--- src/rtl/score_conv_scheduler_pkg.sv ---
// Shared types and constants for the score/convert/scan scheduler.
// Provides score and BCD widths, display digit indices and the
// scheduler FSM state type.
package score_conv_scheduler_pkg;

  localparam int unsigned SCORE_W = 7;
  localparam int unsigned BCD_W   = 4;

  // Bit positions inside the one-hot digit select
  localparam int unsigned DIG_A_TENS = 0;
  localparam int unsigned DIG_A_ONES = 1;
  localparam int unsigned DIG_B_TENS = 2;
  localparam int unsigned DIG_B_ONES = 3;

  typedef enum logic [2:0] {
    ST_IDLE,
    ST_LOAD_A,
    ST_WAIT_A,
    ST_CAP_A,
    ST_LOAD_B,
    ST_WAIT_B,
    ST_CAP_B
  } sched_state_t;

endpackage

--- src/rtl/score_conv_scheduler_counter.sv ---
// Saturating per-team score counter.
// Ports:
//   clk_i, rst_i      clock, async active-high reset
//   inc_i, dec_i      one-cycle +1 / -1 requests
//   clr_i             one-cycle clear to 0 (top priority)
//   score_o           current score (0..MAX_SCORE)
//   dirty_set_o       high in any cycle whose event changes (or clears) the score
module score_counter_sat
  import score_conv_scheduler_pkg::*;
#(
  parameter int unsigned MAX_SCORE = 99
) (
  input  logic               clk_i,
  input  logic               rst_i,
  input  logic               inc_i,
  input  logic               dec_i,
  input  logic               clr_i,
  output logic [SCORE_W-1:0] score_o,
  output logic               dirty_set_o
);

  logic [SCORE_W-1:0] r_score;
  logic               w_up;
  logic               w_dn;

  // Simultaneous inc/dec cancel; saturated moves are dropped silently.
  always_comb begin
    w_up        = inc_i && !dec_i && (r_score != SCORE_W'(MAX_SCORE));
    w_dn        = dec_i && !inc_i && (r_score != '0);
    dirty_set_o = clr_i || w_up || w_dn;
  end

  always_ff @(posedge clk_i or posedge rst_i) begin
    if (rst_i) begin
      r_score <= '0;
    end else if (clr_i) begin
      r_score <= '0;
    end else if (w_up) begin
      r_score <= r_score + SCORE_W'(1);
    end else if (w_dn) begin
      r_score <= r_score - SCORE_W'(1);
    end
  end

  assign score_o = r_score;

endmodule

--- src/rtl/score_conv_scheduler.sv ---
// Scoreboard core: two saturating scores, one time-shared external
// binary-to-BCD converter, and a four-digit multiplexed display scan.
// Ports:
//   clk_i, rst_i                    clock, async active-high reset
//   inc_a_i/dec_a_i/inc_b_i/dec_b_i score events (one-cycle pulses)
//   clr_i                           clear both scores
//   conv_bin_o                      registered operand to the converter
//   conv_zehner_i, conv_einer_i     converter tens / ones result
//   score_a_o, score_b_o            binary scores
//   busy_o                          scheduler not idle
//   digit_sel_o, digit_bcd_o        one-hot digit enable and its BCD value
module score_conv_scheduler
  import score_conv_scheduler_pkg::*;
#(
  parameter int unsigned MAX_SCORE = 99,
  parameter int unsigned CONV_LAT  = 1,
  parameter int unsigned SCAN_DIV  = 1000
) (
  input  logic         clk_i,
  input  logic         rst_i,
  input  logic         inc_a_i,
  input  logic         dec_a_i,
  input  logic         inc_b_i,
  input  logic         dec_b_i,
  input  logic         clr_i,
  output logic [7:0]   conv_bin_o,
  input  logic [3:0]   conv_zehner_i,
  input  logic [3:0]   conv_einer_i,
  output logic [6:0]   score_a_o,
  output logic [6:0]   score_b_o,
  output logic         busy_o,
  output logic [3:0]   digit_sel_o,
  output logic [3:0]   digit_bcd_o
);

  localparam int unsigned WAIT_W = (CONV_LAT > 1) ? $clog2(CONV_LAT) : 1;
  localparam int unsigned SCAN_W = $clog2(SCAN_DIV);

  logic [SCORE_W-1:0] w_score_a, w_score_b;
  logic               w_set_a, w_set_b;
  logic               r_dirty_a, r_dirty_b;
  sched_state_t       r_state, w_state_next;
  logic [WAIT_W-1:0]  r_wait_cnt;
  logic               w_wait_done;
  logic [BCD_W-1:0]   r_a_tens, r_a_ones, r_b_tens, r_b_ones;
  logic [7:0]         r_conv_bin;
  logic [SCAN_W-1:0]  r_scan_cnt;
  logic               w_scan_wrap;
  logic [3:0]         r_sel, w_sel_next;
  logic [BCD_W-1:0]   r_bcd, w_bcd_next;

  score_counter_sat #(.MAX_SCORE(MAX_SCORE)) u_cnt_a (
    .clk_i(clk_i), .rst_i(rst_i), .inc_i(inc_a_i), .dec_i(dec_a_i), .clr_i(clr_i),
    .score_o(w_score_a), .dirty_set_o(w_set_a)
  );

  score_counter_sat #(.MAX_SCORE(MAX_SCORE)) u_cnt_b (
    .clk_i(clk_i), .rst_i(rst_i), .inc_i(inc_b_i), .dec_i(dec_b_i), .clr_i(clr_i),
    .score_o(w_score_b), .dirty_set_o(w_set_b)
  );

  assign w_wait_done = (r_wait_cnt == WAIT_W'(CONV_LAT - 1));

  always_comb begin
    w_state_next = r_state;
    case (r_state)
      ST_IDLE: begin
        if (r_dirty_a)      w_state_next = ST_LOAD_A;
        else if (r_dirty_b) w_state_next = ST_LOAD_B;
      end
      ST_LOAD_A: w_state_next = ST_WAIT_A;
      ST_WAIT_A: if (w_wait_done) w_state_next = ST_CAP_A;
      ST_CAP_A:  w_state_next = r_dirty_b ? ST_LOAD_B : ST_IDLE;
      ST_LOAD_B: w_state_next = ST_WAIT_B;
      ST_WAIT_B: if (w_wait_done) w_state_next = ST_CAP_B;
      ST_CAP_B:  w_state_next = ST_IDLE;
      default:   w_state_next = ST_IDLE;
    endcase
  end

  always_ff @(posedge clk_i or posedge rst_i) begin
    if (rst_i) begin
      r_state    <= ST_IDLE;
      r_dirty_a  <= 1'b0;
      r_dirty_b  <= 1'b0;
      r_wait_cnt <= '0;
      r_conv_bin <= '0;
      r_a_tens   <= '0;
      r_a_ones   <= '0;
      r_b_tens   <= '0;
      r_b_ones   <= '0;
    end else begin
      r_state <= w_state_next;

      // A new event in the LOAD cycle must survive the clear (set wins).
      if (w_set_a)                    r_dirty_a <= 1'b1;
      else if (r_state == ST_LOAD_A)  r_dirty_a <= 1'b0;
      if (w_set_b)                    r_dirty_b <= 1'b1;
      else if (r_state == ST_LOAD_B)  r_dirty_b <= 1'b0;

      if (r_state == ST_WAIT_A || r_state == ST_WAIT_B) r_wait_cnt <= r_wait_cnt + WAIT_W'(1);
      else                                              r_wait_cnt <= '0;

      if (r_state == ST_LOAD_A) r_conv_bin <= {1'b0, w_score_a};
      if (r_state == ST_LOAD_B) r_conv_bin <= {1'b0, w_score_b};

      if (r_state == ST_CAP_A) begin
        r_a_tens <= conv_zehner_i;
        r_a_ones <= conv_einer_i;
      end
      if (r_state == ST_CAP_B) begin
        r_b_tens <= conv_zehner_i;
        r_b_ones <= conv_einer_i;
      end
    end
  end

  // Display scan: the digit register is loaded from the selection that will
  // be current after this edge, so select and value always change together.
  assign w_scan_wrap = (r_scan_cnt == SCAN_W'(SCAN_DIV - 1));

  always_comb begin
    w_sel_next = w_scan_wrap ? {r_sel[2:0], r_sel[3]} : r_sel;
    w_bcd_next = '0;
    if (w_sel_next[DIG_A_TENS])      w_bcd_next = r_a_tens;
    else if (w_sel_next[DIG_A_ONES]) w_bcd_next = r_a_ones;
    else if (w_sel_next[DIG_B_TENS]) w_bcd_next = r_b_tens;
    else if (w_sel_next[DIG_B_ONES]) w_bcd_next = r_b_ones;
  end

  always_ff @(posedge clk_i or posedge rst_i) begin
    if (rst_i) begin
      r_scan_cnt <= '0;
      r_sel      <= 4'b0001;
      r_bcd      <= '0;
    end else begin
      r_scan_cnt <= w_scan_wrap ? '0 : r_scan_cnt + SCAN_W'(1);
      r_sel      <= w_sel_next;
      r_bcd      <= w_bcd_next;
    end
  end

  assign conv_bin_o  = r_conv_bin;
  assign score_a_o   = w_score_a;
  assign score_b_o   = w_score_b;
  assign busy_o      = (r_state != ST_IDLE);
  assign digit_sel_o = r_sel;
  assign digit_bcd_o = r_bcd;

endmodule

--- config.mk ---
export PLATFORM = sky130hd
export DESIGN_NAME = score_conv_scheduler
export DESIGN_NICKNAME = d
export VERILOG_FILES = /design/src/rtl/score_conv_scheduler_pkg.sv /design/src/rtl/score_conv_scheduler_counter.sv /design/src/rtl/score_conv_scheduler.sv
export SDC_FILE = /design/constraint.sdc
export NUM_CORES = 1
export LEC_CHECK = 0
export CORE_MARGIN = 2
export CORE_UTILIZATION = 30
export CTS_CLUSTER_DIAMETER = 120
export DETAILED_ROUTE_END_ITERATION = 6
export PLACE_DENSITY = 0.54
export SYNTH_ARGS = -nofsm -noshare
export SYNTH_HDL_FRONTEND = slang
export SYNTH_SLANG_ARGS = --single-unit
--- constraint.sdc ---
create_clock -name clk_i -period 3.3 [get_ports clk_i]
set_input_delay 0.495 -clock clk_i [delete_from_list [all_inputs] [get_ports clk_i]]
set_output_delay 0.495 -clock clk_i [all_outputs]
set_load 0.01 [all_outputs]
==> flow_summary_export.csv <==
group,metric,value,unit
finish,area_growth_syn_to_layout,25.5,%
floorplan,core,0.0113,mm^2
clocking,cts_made_buffers,9,
yosys,synthArstFlopShare,100,%
routing,wire_per_inst,15.2,um
power,vdd_drop_max,383,uV
finish,fin_nets,422,
sta,rsz0062_at_grt,"false",
clocking,cts_resized,0,
clocking,htree_levels,3,
routing,drt-initial-drc-count,145,
worst_setup_path,critical_path.max_fanout,8,
routing,viasPerCell,5.25,
job,maxCapViolations,0,
power,powerDensity,807,mW/mm^2
finish,drive_above_1_share,13.4,%
sta,slew_headroom,53.7,%
floorplan,core.rowCount,39,
sta,setup_slack,0.710,ns
routing,drtPass1Iterations,4,
worst_setup_path,worst_setup_path_start_kind,"register",
yosys,syn_area,0.00344,mm^2
sta,maxSlewViolCount,0,
status,status,"complete, no violations",
yosys,syn-num-nets,376,
clocking,clockBufferDepth,2,
yosys,synth_flop_cell,"dfrtp_1",
finish,multi_input_area,0.00177,mm^2
worst_setup_path,worstPathArrival,2.80,ns
yosys,synth_cell_types,61,
floorplan,dieArea,0.0123,mm^2
clocking,clk_latency,0.33,ns
worst_hold_path,min_path_type,"register to register",
sta,fin_crit,2.59,ns
worst_setup_path,rr_endpoint,"u_cnt_b.score_o[6]",
routing,dr_total_vias,2833,
yosys,synth_cells,346,
sta,fmax,386,MHz
sta,finalSetupViolCount,0,
finish,fillers,1149,
floorplan,start_util,30.5,%
sta,hold_viol,0,
grt,first_global_vias,2910,
routing,drc,0,
grt,grt_use_total,14.1,%
floorplan,die_h,111,um
clocking,clock_sinks,61,
grt,grt_overflow,0,
worst_setup_path,cp.required,3.51,ns
yosys,synth_warnings,0,
yosys,ys_seq_area_share,44.5,%
grt,grt_max_degree,40,
finish,antenna_cells,0,
clocking,tritoncts,"yes",
yosys,ys_ff_latch,61,
finish,seqCellArea,0.00153,mm^2
power,leakagePower,0.00182,uW
place,io_buffers,44,
grt,grt_antenna_before_repair,0,
sta,tightest_slew,0.691,ns
worst_setup_path,endpoint,"u_cnt_b.score_o[6]",
worst_setup_path,cp-startpoint,"u_cnt_b.score_o[2]",
clocking,cts_setup_buffers,0,
worst_setup_path,endpoint_kind,"register",
worst_setup_path,reg2reg_slack,0.71,ns
yosys,synth_edf_count,0,
routing,postRouteAntennaNets,0,
worst_setup_path,reg2regPathDepth,8,
place,place_ws,0.528,ns
place,dp_hpwl,5660,um
clocking,holdBufCountCts,0,
sta,period_share,78.5,%
finish,final_area,0.00431,mm^2
place,post_dp_cell_area,0.00404,mm^2
routing,wl,8220,um
worst_setup_path,r2r_start,"u_cnt_b.score_o[2]",
floorplan,die_w,111,um
sta,fin_skew,0.00672,ns
yosys,postSynthAreaPerCell,9.93,um^2
floorplan,io_pins,46,
sta,setup_tns,0,ns
clocking,cts_root_buf,"clkbuf_16",
clocking,clk_pin_slew,0.06,ns
grt,grt_first_pass_wirelength,14200,um
place,place_congestion,0.813,
worst_hold_path,hold_start,"r_wait_cnt",
worst_setup_path,crit_type,"register to register",
[kinds of logic after synthesis]
logic type	synth area share, %
and+or+nand+nor	16.1
AOI/OAI and AO/OA	18.2
DFF	44.5
buffers and inverters	3.97
muxes	7.94
adders and majority gates	5.90
xor gates and xnor gates	3.31
other	0.109
[metal layers]
metal | GRT usage [%] | part of all wire [%]
met5 | 0 | 0
met4 | 5.10 | 1.4
met3 | 3.99 | 4.7
met2 | 22.5 | 46
met1 | 18.5 | 48
[sequential cells by signal, summed over array words and instances, names as in the netlist]
register         count
r_state              3
r_wait_cnt           1
digit_sel_o          4
u_cnt_a.score_o      7
r_a_tens             4
digit_bcd_o          4
r_scan_cnt          10
conv_bin_o           7
r_b_tens             4
u_cnt_b.score_o      7
r_b_ones             4
r_dirty_a            1
r_a_ones             4
r_dirty_b            1
[placed cells by master (no fill, tap or decap), types with 3 or more instances in the layout]
cell and n:
xor2_1 7, o21ai_0 14, nor2b_1 4, and3b_1 3, nor2_1 25, inv_1 15, o22a_1 10, nand2_1 32
clkinv_2 3, xnor2_1 6, a21oi_1 17, ha_1 13, clkdlybuf4s50_1 44, mux2_2 18, o22ai_1 20, dfrtp_1 60
clkbuf_16 9, nand2b_1 4, and3_1 4, nor3_1 5, o31ai_1 5, mux2i_1 7, buf_4 7, nand3_1 10
[synthesized netlist by cell type (2+ instances only)]
master / instances / share of area [%]
nor3b_1: 2 / 0.44
dfrtp_1: 60 / 44
a41o_1: 2 / 0.58
a21oi_1: 17 / 2.5
o221ai_1: 2 / 0.51
nor4_1: 2 / 0.36
nand4_1: 2 / 0.36
nand2b_1: 4 / 0.73
a211oi_1: 2 / 0.44
o22ai_1: 20 / 3.6
or4_1: 2 / 0.44
nand2_1: 32 / 3.5
nand3b_1: 2 / 0.44
mux2_2: 18 / 5.9
buf_2: 4 / 0.58
nor3_1: 5 / 0.73
mux2i_1: 7 / 2.0
or2_2: 2 / 0.36
buf_4: 2 / 0.44
o22a_1: 10 / 2.5
clkbuf_1: 10 / 1.1
and4_1: 2 / 0.51
xnor2_1: 6 / 1.5
and3b_1: 3 / 0.76
ha_1: 13 / 4.7
inv_1: 16 / 1.7
o31ai_1: 5 / 1.1
nor2_1: 25 / 2.7
nor2b_1: 4 / 0.73
o21ai_0: 14 / 2.0
xor2_1: 7 / 1.8
and3_1: 4 / 0.73
fa_1: 2 / 1.2
a21o_1: 2 / 0.44
nand3_1: 10 / 1.5
[through the flow]
stage          total power [uW]  instances  util [%]  hold slack, ns
4_1_cts                    3510        540      38.3           0.445
3_3_place_gp               2580        524      35.8           0.448
2_1_floorplan              2130        346         -           0.414
6_report                   3480        540      38.3           0.442
3_5_place_dp               2620        524      35.8           0.436
5_1_grt                    3730        540      38.3           0.474
[cell type report]
cell class / count / area share [%]
multi-input cells: 252 / 41.1
clock inverters: 6 / 0.899
repair buffers: 51 / 11.4
inverters: 17 / 1.48
well taps: 143 / 4.15
flip-flops and latches: 61 / 35.4
clock buffers: 10 / 5.54
[critical path, stage by stage, from the launching register on]
cell and delay, ns:
dfrtp_1 0.46, or3_1 0.41, o211ai_2 0.40, ha_1 0.34, nor2b_1 0.16, o31a_1 0.26
o21ai_0 0.24, o2bb2ai_1 0.14, nand2_1 0.05
[how the worst min path moves through the flow]
stage | slack [ns] | cells past startpoint | end
3_3_place_gp | 0.45 | 1 | r_wait_cnt
2_1_floorplan | 0.41 | 1 | r_wait_cnt
5_1_grt | 0.47 | 1 | r_wait_cnt
4_1_cts | 0.44 | 1 | r_wait_cnt
3_5_place_dp | 0.44 | 1 | r_wait_cnt
6_report | 0.44 | 1 | r_wait_cnt
[power by group]
group          leakage, uW  total (uW)  switching (uW)  internal, uW
combinational     0.000935        1290             590           701
clock             0.000134         867             343           525
sequential        0.000753        1320             335           986
(Power assumes the default switching activity.)
